==> config.mk <==
export PLATFORM = sky130hd
export DESIGN_NAME = crc5_token_ctrl
export DESIGN_NICKNAME = d
export VERILOG_FILES = /design/src/rtl/crc5_token_ctrl.sv
export SDC_FILE = /design/constraint.sdc
export NUM_CORES = 1
export LEC_CHECK = 0
export ABC_AREA = 1
export CAP_MARGIN = 10
export CORE_ASPECT_RATIO = 0.5
export CORE_UTILIZATION = 55
export DETAILED_ROUTE_END_ITERATION = 16
export GPL_ROUTABILITY_DRIVEN = 0
export PLACE_DENSITY_LB_ADDON = 0.2
export REMOVE_ABC_BUFFERS = 1
export SYNTH_ARGS = -nofsm -noshare
export SYNTH_HDL_FRONTEND = slang
export SYNTH_SLANG_ARGS = --single-unit
==> constraint.sdc <==
create_clock -name clk -period 3.6 [get_ports clk]
set_input_delay 0.72 -clock clk [delete_from_list [all_inputs] [get_ports clk]]
set_output_delay 0.72 -clock clk [all_outputs]
set_load 0.005 [all_outputs]
==> src/rtl/crc5_token_ctrl.sv <==
//==============================================================================
// crc5_token_ctrl : serialises a USB token (PID, ADDR, ENDP, CRC5) using an
//                   external crc5 engine over a start/ready/done handshake.
// Revision: 1.0
//==============================================================================
`default_nettype none

module crc5_token_ctrl #(
  parameter int CRC_TIMEOUT = 15,
  parameter int TO_W        = 4
) (
  input  logic       clk,
  input  logic       rst,
  input  logic       go,
  input  logic [3:0] pid,
  input  logic [6:0] addr,
  input  logic [3:0] endp,
  output logic       busy,
  output logic       bit_out,
  output logic       bit_valid,
  output logic       done,
  output logic       err,
  output logic       crc_start,
  output logic       crc_s_in,
  input  logic       crc_ready,
  input  logic       crc_done,
  input  logic       crc_out
);

  typedef enum logic [2:0] {
    S_IDLE  = 3'd0,
    S_PID   = 3'd1,
    S_FIELD = 3'd2,
    S_WAIT  = 3'd3,
    S_CRC   = 3'd4
  } state_t;

  localparam logic [TO_W-1:0] C_TO_LAST = TO_W'(CRC_TIMEOUT - 1);

  state_t          state_q, state_d;
  logic [3:0]      bit_cnt_q, bit_cnt_d;
  logic [TO_W-1:0] to_cnt_q, to_cnt_d;
  logic [3:0]      pid_q, pid_d;
  logic [6:0]      addr_q, addr_d;
  logic [3:0]      endp_q, endp_d;
  logic            done_q, done_d;
  logic            err_q, err_d;

  logic [7:0]      pid_word;
  logic [10:0]     field_word;

  always_ff @(posedge clk or posedge rst) begin
    if (rst) begin
      state_q   <= S_IDLE;
      bit_cnt_q <= '0;
      to_cnt_q  <= '0;
      pid_q     <= '0;
      addr_q    <= '0;
      endp_q    <= '0;
      done_q    <= 1'b0;
      err_q     <= 1'b0;
    end else begin
      state_q   <= state_d;
      bit_cnt_q <= bit_cnt_d;
      to_cnt_q  <= to_cnt_d;
      pid_q     <= pid_d;
      addr_q    <= addr_d;
      endp_q    <= endp_d;
      done_q    <= done_d;
      err_q     <= err_d;
    end
  end

  always_comb begin
    state_d   = state_q;
    bit_cnt_d = bit_cnt_q;
    to_cnt_d  = to_cnt_q;
    pid_d     = pid_q;
    addr_d    = addr_q;
    endp_d    = endp_q;
    done_d    = 1'b0;
    err_d     = 1'b0;
    case (state_q)
      S_IDLE: begin
        if (go && crc_ready) begin
          pid_d     = pid;
          addr_d    = addr;
          endp_d    = endp;
          bit_cnt_d = '0;
          state_d   = S_PID;
        end
      end
      S_PID: begin
        bit_cnt_d = bit_cnt_q + 4'd1;
        if (bit_cnt_q == 4'd7) begin
          bit_cnt_d = '0;
          state_d   = S_FIELD;
        end
      end
      S_FIELD: begin
        bit_cnt_d = bit_cnt_q + 4'd1;
        if (bit_cnt_q == 4'd10) begin
          bit_cnt_d = '0;
          to_cnt_d  = '0;
          state_d   = S_WAIT;
        end
      end
      S_WAIT: begin
        to_cnt_d = to_cnt_q + 1'b1;
        // A done arriving on the final timeout cycle still wins.
        if (crc_done) begin
          bit_cnt_d = '0;
          state_d   = S_CRC;
        end else if (to_cnt_q == C_TO_LAST) begin
          err_d   = 1'b1;
          state_d = S_IDLE;
        end
      end
      S_CRC: begin
        bit_cnt_d = bit_cnt_q + 4'd1;
        if (bit_cnt_q == 4'd4) begin
          done_d  = 1'b1;
          state_d = S_IDLE;
        end
      end
      default: state_d = S_IDLE;
    endcase
  end

  assign pid_word   = {~pid_q, pid_q};
  assign field_word = {endp_q, addr_q};

  always_comb begin
    bit_out   = 1'b0;
    bit_valid = 1'b0;
    crc_start = 1'b0;
    crc_s_in  = 1'b0;
    case (state_q)
      S_PID: begin
        bit_out   = pid_word[bit_cnt_q[2:0]];
        bit_valid = 1'b1;
        crc_start = (bit_cnt_q == 4'd7);
      end
      S_FIELD: begin
        bit_out   = field_word[bit_cnt_q];
        bit_valid = 1'b1;
        crc_s_in  = field_word[bit_cnt_q];
      end
      S_CRC: begin
        bit_out   = crc_out;
        bit_valid = 1'b1;
      end
      default: ;
    endcase
  end

  assign busy = (state_q != S_IDLE);
  assign done = done_q;
  assign err  = err_q;

endmodule

`default_nettype wire

==> impl_metrics.py, run 1 <==
metrics = {
    "outcome": {
        "status": "completed",
    },
    "floorplanning": {
        "initial_core_util": 0.586,
        "die_w_um": 77.0,
        "core_um2": 2640,
        "die-height_um": 39.5,
        "std_cell_rows": 13,
        "io_pins": 28,
        "design.die.area_um2": 3040,
    },
    "synthesis": {
        "synth_top_area_share": 0.453,
        "netlist_area_um2": 1550,
        "async_flop_share": 1.00,
        "synthTopCellsByArea": "dfrtp_1 45%, nand2_1 9.2%, nand3_1 8.7%",
        "yosysWarnings": 0,
        "syn_inst": 188,
        "synth_seq_area_share": 0.453,
        "syn_area_per_cell_um2": 8.22,
        "ys.flop_type": "dfrtp_1",
        "ys_seq_elements": 28,
        "synth_cell_types": 27,
        "synth_edf_count": 0,
        "synth_top_area_cell": "dfrtp_1",
    },
    "critical_path": {
        "cp_cell_sequence": "clkinv_1, nand2_1, nand3_1, nand3_1, nand3_1, nand2_1, nand2_1, nand2_1, clkdlybuf4s50_1",
        "critPathMaxFanout": 13,
        "cp-start-kind": "register",
        "slowest_stage": "dfrtp_1",
        "worst_path_largest_cell_delay_ns": 0.57,
        "worstSetupPathType": "register to output pin",
        "critPathArrivalTime_ns": 2.22,
        "crit_top_cell": "nand2_1",
        "required_ns": 2.88,
        "cp-end-kind": "output pin",
    },
    "hold_path": {
        "min-delay-path-class": "register to register",
    },
    "pwr": {
        "seqPwrFrac": 0.380,
        "p_leak_nw": 0.928,
        "p_comb_frac": 0.465,
        "pwr-share-clk": 0.154,
        "p_int_mw": 0.931,
        "power_per_cell_area_nw_per_um2": 821,
        "max-vdd-ir-drop_uv": 430,
        "p_switching_mw": 0.637,
        "p_sw_frac": 0.406,
    },
    "clock_tree": {
        "cts_hold_buf": 0,
        "cts_made_buffers": 3,
        "clk_pin_slew_ns": 0.09,
        "cts_max_level": 1,
        "clock_path_buffers": 2,
        "post-cts-setup-buffers": 0,
        "clock_latency_ns": 0.27,
        "clkSinkCount": 28,
        "cts_tree": "yes",
        "cts-root-buf": "clkbuf_8",
        "postCtsResizedCells": 0,
    },
    "routing": {
        "avgViaCountPerCell": 5.34,
        "wire_per_inst_um": 12.7,
        "ant_nets": 0,
        "routed_wl_um": 3190,
        "route.detailed.drc": 0,
        "dr.first_iter.drc_count": 35,
        "drtPass1Iterations": 4,
        "vias": 1341,
    },
    "timing": {
        "post-route-period-util": 0.817,
        "fmax_ghz": 0.340,
        "slew_headroom": 0.313,
        "setup_violations": 0,
        "setup_tns_ns": 0,
        "slew_viol_final": 0,
        "post-route-min-period_ns": 2.94,
        "rsz0062_at_grt": "no",
        "finalHoldViolCount": 0,
        "worst_slew_pin_slew_ns": 1.03,
        "clock_skew_ns": 0.00317,
    },
    "global_routing": {
        "grt_pass1_wl_um": 5300,
        "grt_usage": 0.231,
        "grt_antenna_before_repair": 0,
        "grt_pass1_vias": 1220,
        "grt-ovfl-total": 0,
        "grt_max_degree": 29,
    },
    "job": {
        "drv_cap": 0,
    },
    "cells_and_area": {
        "num_antenna_cells": 0,
        "syn2layout_area_growth_pct": 23.6,
        "mostFrequentLayoutCells": "38 x nand2_1, 28 x dfrtp_1, 27 x nand3_1, 27 x clkdlybuf4s50_1, 20 x nor2_1",
        "final_util": 0.725,
        "final_common_cell": "nand2_1",
        "drive_above_1_share": 0.112,
        "final_nets": 241,
    },
    "placed_design": {
        "portBuffers": 27,
        "hpwl_um": 2400,
    },
}
==> worst max-delay path: cells and delay by family, from the launching register on <==
kind	cells	cell delay (ns)
AND/OR/NAND/NOR	7	0.55
buffers and inverters	2	0.82
flip-flops	1	0.57
==> power groups by stage <==
stage	logic [mW]	registers (mW)	clock network [mW]
after floorplan	0.522	0.556	0
after global placement	0.689	0.586	0
after detailed placement	0.718	0.599	0
after CTS	0.731	0.592	0.249
after global routing	0.820	0.610	0.263
final	0.730	0.596	0.242
==> per-stage QoR <==
| stage | power (mW) | cells | instance area [um2] | worst slack [ns] | hold WS (ns) |
|---|---|---|---|---|---|
| finish | 1.57 | 251 | 1910 | 0.659 | 0.515 |
| global route | 1.69 | 251 | 1910 | 0.404 | 0.532 |
| CTS | 1.57 | 251 | 1910 | 0.664 | 0.516 |
| detailed placement | 1.32 | 247 | 1840 | 0.970 | 0.493 |
| global placement | 1.28 | 247 | 1840 | 0.981 | 0.483 |
| floorplan | 1.08 | 183 | 1520 | 1.64 | 0.465 |
==> registers in the layout, summed over array words and instances, names as in the netlist <==
signal and cells:
to_cnt_q 4, state_q 3, pid_q 4, endp_q 4, bit_cnt_q 4, done 1
err 1, addr_q 7
==> layer usage <==
layer	GRT usage	vias up	routed length, um
li1	-	661	-
met1	0.269	638	1430
met2	0.458	40	1570
met3	0.0558	2	172
met4	0.0337	0	12
met5	0	-	0
==> final timing paths <==
path                                          endpoint  depth (start not counted)  slack [ns]                      from
worst max-delay path                           bit_out                          9        0.66  bit_cnt_q[0]$_DFFE_PP0P_
worst min-delay path              pid_q[0]$_DFFE_PP0P_                          1        0.52      pid_q[0]$_DFFE_PP0P_
worst max register to register  state_q[0]$_DFFE_PP0P_                          6        1.73  bit_cnt_q[0]$_DFFE_PP0P_
worst min register to register    pid_q[0]$_DFFE_PP0P_                          1        0.52      pid_q[0]$_DFFE_PP0P_
max in group asynchronous               done$_DFF_PP0_                          2        1.99                       rst
min in group asynchronous        addr_q[4]$_DFFE_PP0P_                          2        0.99                       rst
==> cells by family (layout without fill, tap and decap cells) <==
| logic type | after synthesis | count (layout) | synth area share |
|---|---|---|---|
| AOI/OAI and AO/OA | 20 | 20 | 0.0680 |
| xor gates and xnor gates | 3 | 3 | 0.0170 |
| adders and majority gates | 5 | 5 | 0.0405 |
| buffers and inverters | 28 | 54 | 0.0712 |
| DFF | 28 | 28 | 0.453 |
| muxes | 9 | 9 | 0.0656 |
| and+or+nand+nor | 95 | 95 | 0.284 |
==> layout make-up <==
type	instances	area (um2)
Sequential cell	28	701
Inverter	23	86.3
Clock buffer	3	41.3
Multi-Input combinational cell	132	734
Tap cell	37	46.3
Clock inverter	1	30.0
Timing Repair Buffer	27	270
Fill cell	206	726
==> synth_stat cells, types with 2 or more instances <==
cell type / n
nor2_1: 20
nand2_2: 2
nand3_1: 27
inv_2: 4
buf_2: 4
a21oi_1: 8
xor2_1: 2
mux2_2: 8
o21ai_0: 9
ha_1: 5
inv_1: 18
dfrtp_1: 28
nor2_4: 2
nand2_1: 38
Power figures use the tool's default switching activity.
==> run 2, diff against run 1 <==
--- a/config.mk
+++ b/config.mk
@@ -8,7 +8,7 @@
 export ABC_AREA = 1
 export CAP_MARGIN = 10
 export CORE_ASPECT_RATIO = 0.5
-export CORE_UTILIZATION = 55
+export CORE_UTILIZATION = 52
 export DETAILED_ROUTE_END_ITERATION = 16
 export GPL_ROUTABILITY_DRIVEN = 0
 export PLACE_DENSITY_LB_ADDON = 0.2
==> constraint.sdc (replaced) <==
create_clock -name clk -period 2.8 [get_ports clk]
set_input_delay 0.56 -clock clk [delete_from_list [all_inputs] [get_ports clk]]
set_output_delay 0.56 -clock clk [all_outputs]
set_load 0.005 [all_outputs]
==> impl_metrics.py, run 2 (synthesis results as in run 1) <==
metrics = {
    "timing": {
        "post-route-period-util": 0.934,
        "setup_ws_ns": 0.184,
        "finalHoldViolCount": 0,
        "setup_violations": 0,
        "worst_slew_pin_slew_ns": 0.579,
        "fmax_ghz": 0.382,
        "setup_tns_ns": 0,
        "post-route-min-period_ns": 2.62,
        "hold_slack_ns": 0.513,
        "rsz0062_at_grt": "no",
        "slew_viol_final": 0,
        "slew_headroom": 0.613,
        "clock_skew_ns": 0.00476,
    },
    "global_routing": {
        "grt_antenna_before_repair": 0,
        "grt_max_degree": 29,
        "grt-ovfl-total": 0,
        "grt_pass1_vias": 1199,
        "grt_pass1_wl_um": 5350,
        "grt_usage": 0.230,
    },
    "hold_path": {
        "min-delay-path-class": "register to register",
        "min_from": "endp_q[1]$_DFFE_PP0P_",
    },
    "placed_design": {
        "hpwl_um": 2350,
        "portBuffers": 27,
        "place_inst": 248,
        "pre_cts_slack_ns": 0.355,
    },
    "routing": {
        "routed_wl_um": 3060,
        "avgViaCountPerCell": 5.32,
        "wl_met3_um": 229,
        "drt-met1-wl_um": 1360,
        "wl_met2_um": 1430,
        "vias": 1341,
        "route.detailed.drc": 0,
        "highest_layer": "met4",
        "ant_nets": 0,
        "drtPass1Iterations": 4,
        "dr.first_iter.drc_count": 69,
        "wire_per_inst_um": 12.1,
    },
    "cells_and_area": {
        "top_register": "addr_q",
        "final_common_cell": "nand2_1",
        "mostFrequentLayoutCells": "38 x nand2_1, 27 x nand3_1, 27 x dfrtp_1, 27 x clkdlybuf4s50_1, 20 x nor2_1",
        "drive_above_1_share": 0.121,
        "syn2layout_area_growth_pct": 23.1,
        "layout.cells.non_filler": 252,
        "num_antenna_cells": 0,
        "largest_reg_flops": 7,
        "n_fill_cell": 233,
        "final_nets": 242,
    },
    "critical_path": {
        "critPathArrivalTime_ns": 2.06,
        "cp-end-kind": "output pin",
        "worstSetupStartpoint": "bit_cnt_q[0]$_DFFE_PP0P_",
        "worstSetupPathType": "register to output pin",
        "required_ns": 2.24,
        "r2r_start": "state_q[0]$_DFFE_PP0P_",
        "cp-start-kind": "register",
        "critPathMaxFanout": 13,
    },
    "clock_tree": {
        "clkSinkCount": 28,
        "cts_tree": "yes",
        "clock_latency_ns": 0.28,
        "cts_max_level": 1,
        "cts-root-buf": "clkbuf_8",
        "post-cts-setup-buffers": 0,
        "clock_path_buffers": 2,
        "clk_pin_slew_ns": 0.10,
        "cts_made_buffers": 3,
    },
    "floorplanning": {
        "design.die.area_um2": 3210,
        "die_w_um": 79.1,
        "initial_core_util": 0.572,
        "core_um2": 2700,
        "die-height_um": 40.5,
        "std_cell_rows": 13,
        "io_pins": 28,
    },
    "pwr": {
        "power_per_cell_area_nw_per_um2": 1020,
        "p_leak_nw": 0.924,
        "max-vdd-ir-drop_uv": 566,
        "design_power_total_mw": 1.95,
    },
    "outcome": {
        "status": "completed",
    },
    "job": {
        "drv_cap": 0,
    },
}
==> run 2: worst max-delay path, stage by stage, from the launching register on <==
cell	delay, ns
dfrtp_2	0.50
clkinv_1	0.26
nand2_1	0.13
nand3_1	0.07
nand3_1	0.09
nand3_1	0.07
nand2_1	0.06
nand2_1	0.06
nand2_1	0.05
clkdlybuf4s50_1	0.49
==> run 2: cell type report <==
type / count / area [um2] / area share
inverter: 23 / 86.3 / 0.0454
tap: 37 / 46.3 / 0.0243
clock buffer: 4 / 55.1 / 0.0289
timing repair buffer: 28 / 278 / 0.146
multi-input combinational: 132 / 734 / 0.386
sequential: 28 / 702 / 0.369
==> run 2: metrics by stage <==
stage          area, um2  utilization
2_1_floorplan       1520            -
4_1_cts             1900        0.704
3_3_place_gp        1850        0.684
6_report            1900        0.704
3_5_place_dp        1850        0.684
5_1_grt             1900        0.704
==> run 2: path summary, 6_finish.rpt <==
check,to,slack (ns),cells past startpoint
max,bit_out,0.18,9
min,endp_q[1]$_DFFE_PP0P_,0.51,1
max reg2reg,endp_q[2]$_DFFE_PP0P_,1.08,3
min reg2reg,endp_q[1]$_DFFE_PP0P_,0.51,1
max in group asynchronous,bit_cnt_q[0]$_DFFE_PP0P_,1.88,3
min in group asynchronous,to_cnt_q[0]$_DFFE_PP0P_,0.63,3
==> run 2: power breakdown <==
part	switching, mW	internal, mW	total, mW
clock	0.126	0.126	0.252
sequential	0.174	0.587	0.761
combinational	0.512	0.420	0.932
==> run 2: metal layers <==
metal | global-route usage | vias up
met4 | 0.0545 | 0
met5 | 0 | -
met3 | 0.0636 | 6
met1 | 0.275 | 616
li1 | - | 665
met2 | 0.431 | 54
==> run 2: repair_timing <==
item                                    4_1_cts  5_1_grt
hold buffers                                  0        0
endpoints found under the setup margin        0        2
gates resized for setup                       0        1
==> run 3, diff against run 2 <==
--- a/config.mk
+++ b/config.mk
@@ -13,6 +13,7 @@
 export GPL_ROUTABILITY_DRIVEN = 0
 export PLACE_DENSITY_LB_ADDON = 0.2
 export REMOVE_ABC_BUFFERS = 1
+export SLEW_MARGIN = 20
 export SYNTH_ARGS = -nofsm -noshare
 export SYNTH_HDL_FRONTEND = slang
 export SYNTH_SLANG_ARGS = --single-unit
==> results of run 3 <==
The final DEF is identical to that of run 2; final timing and power are the same.
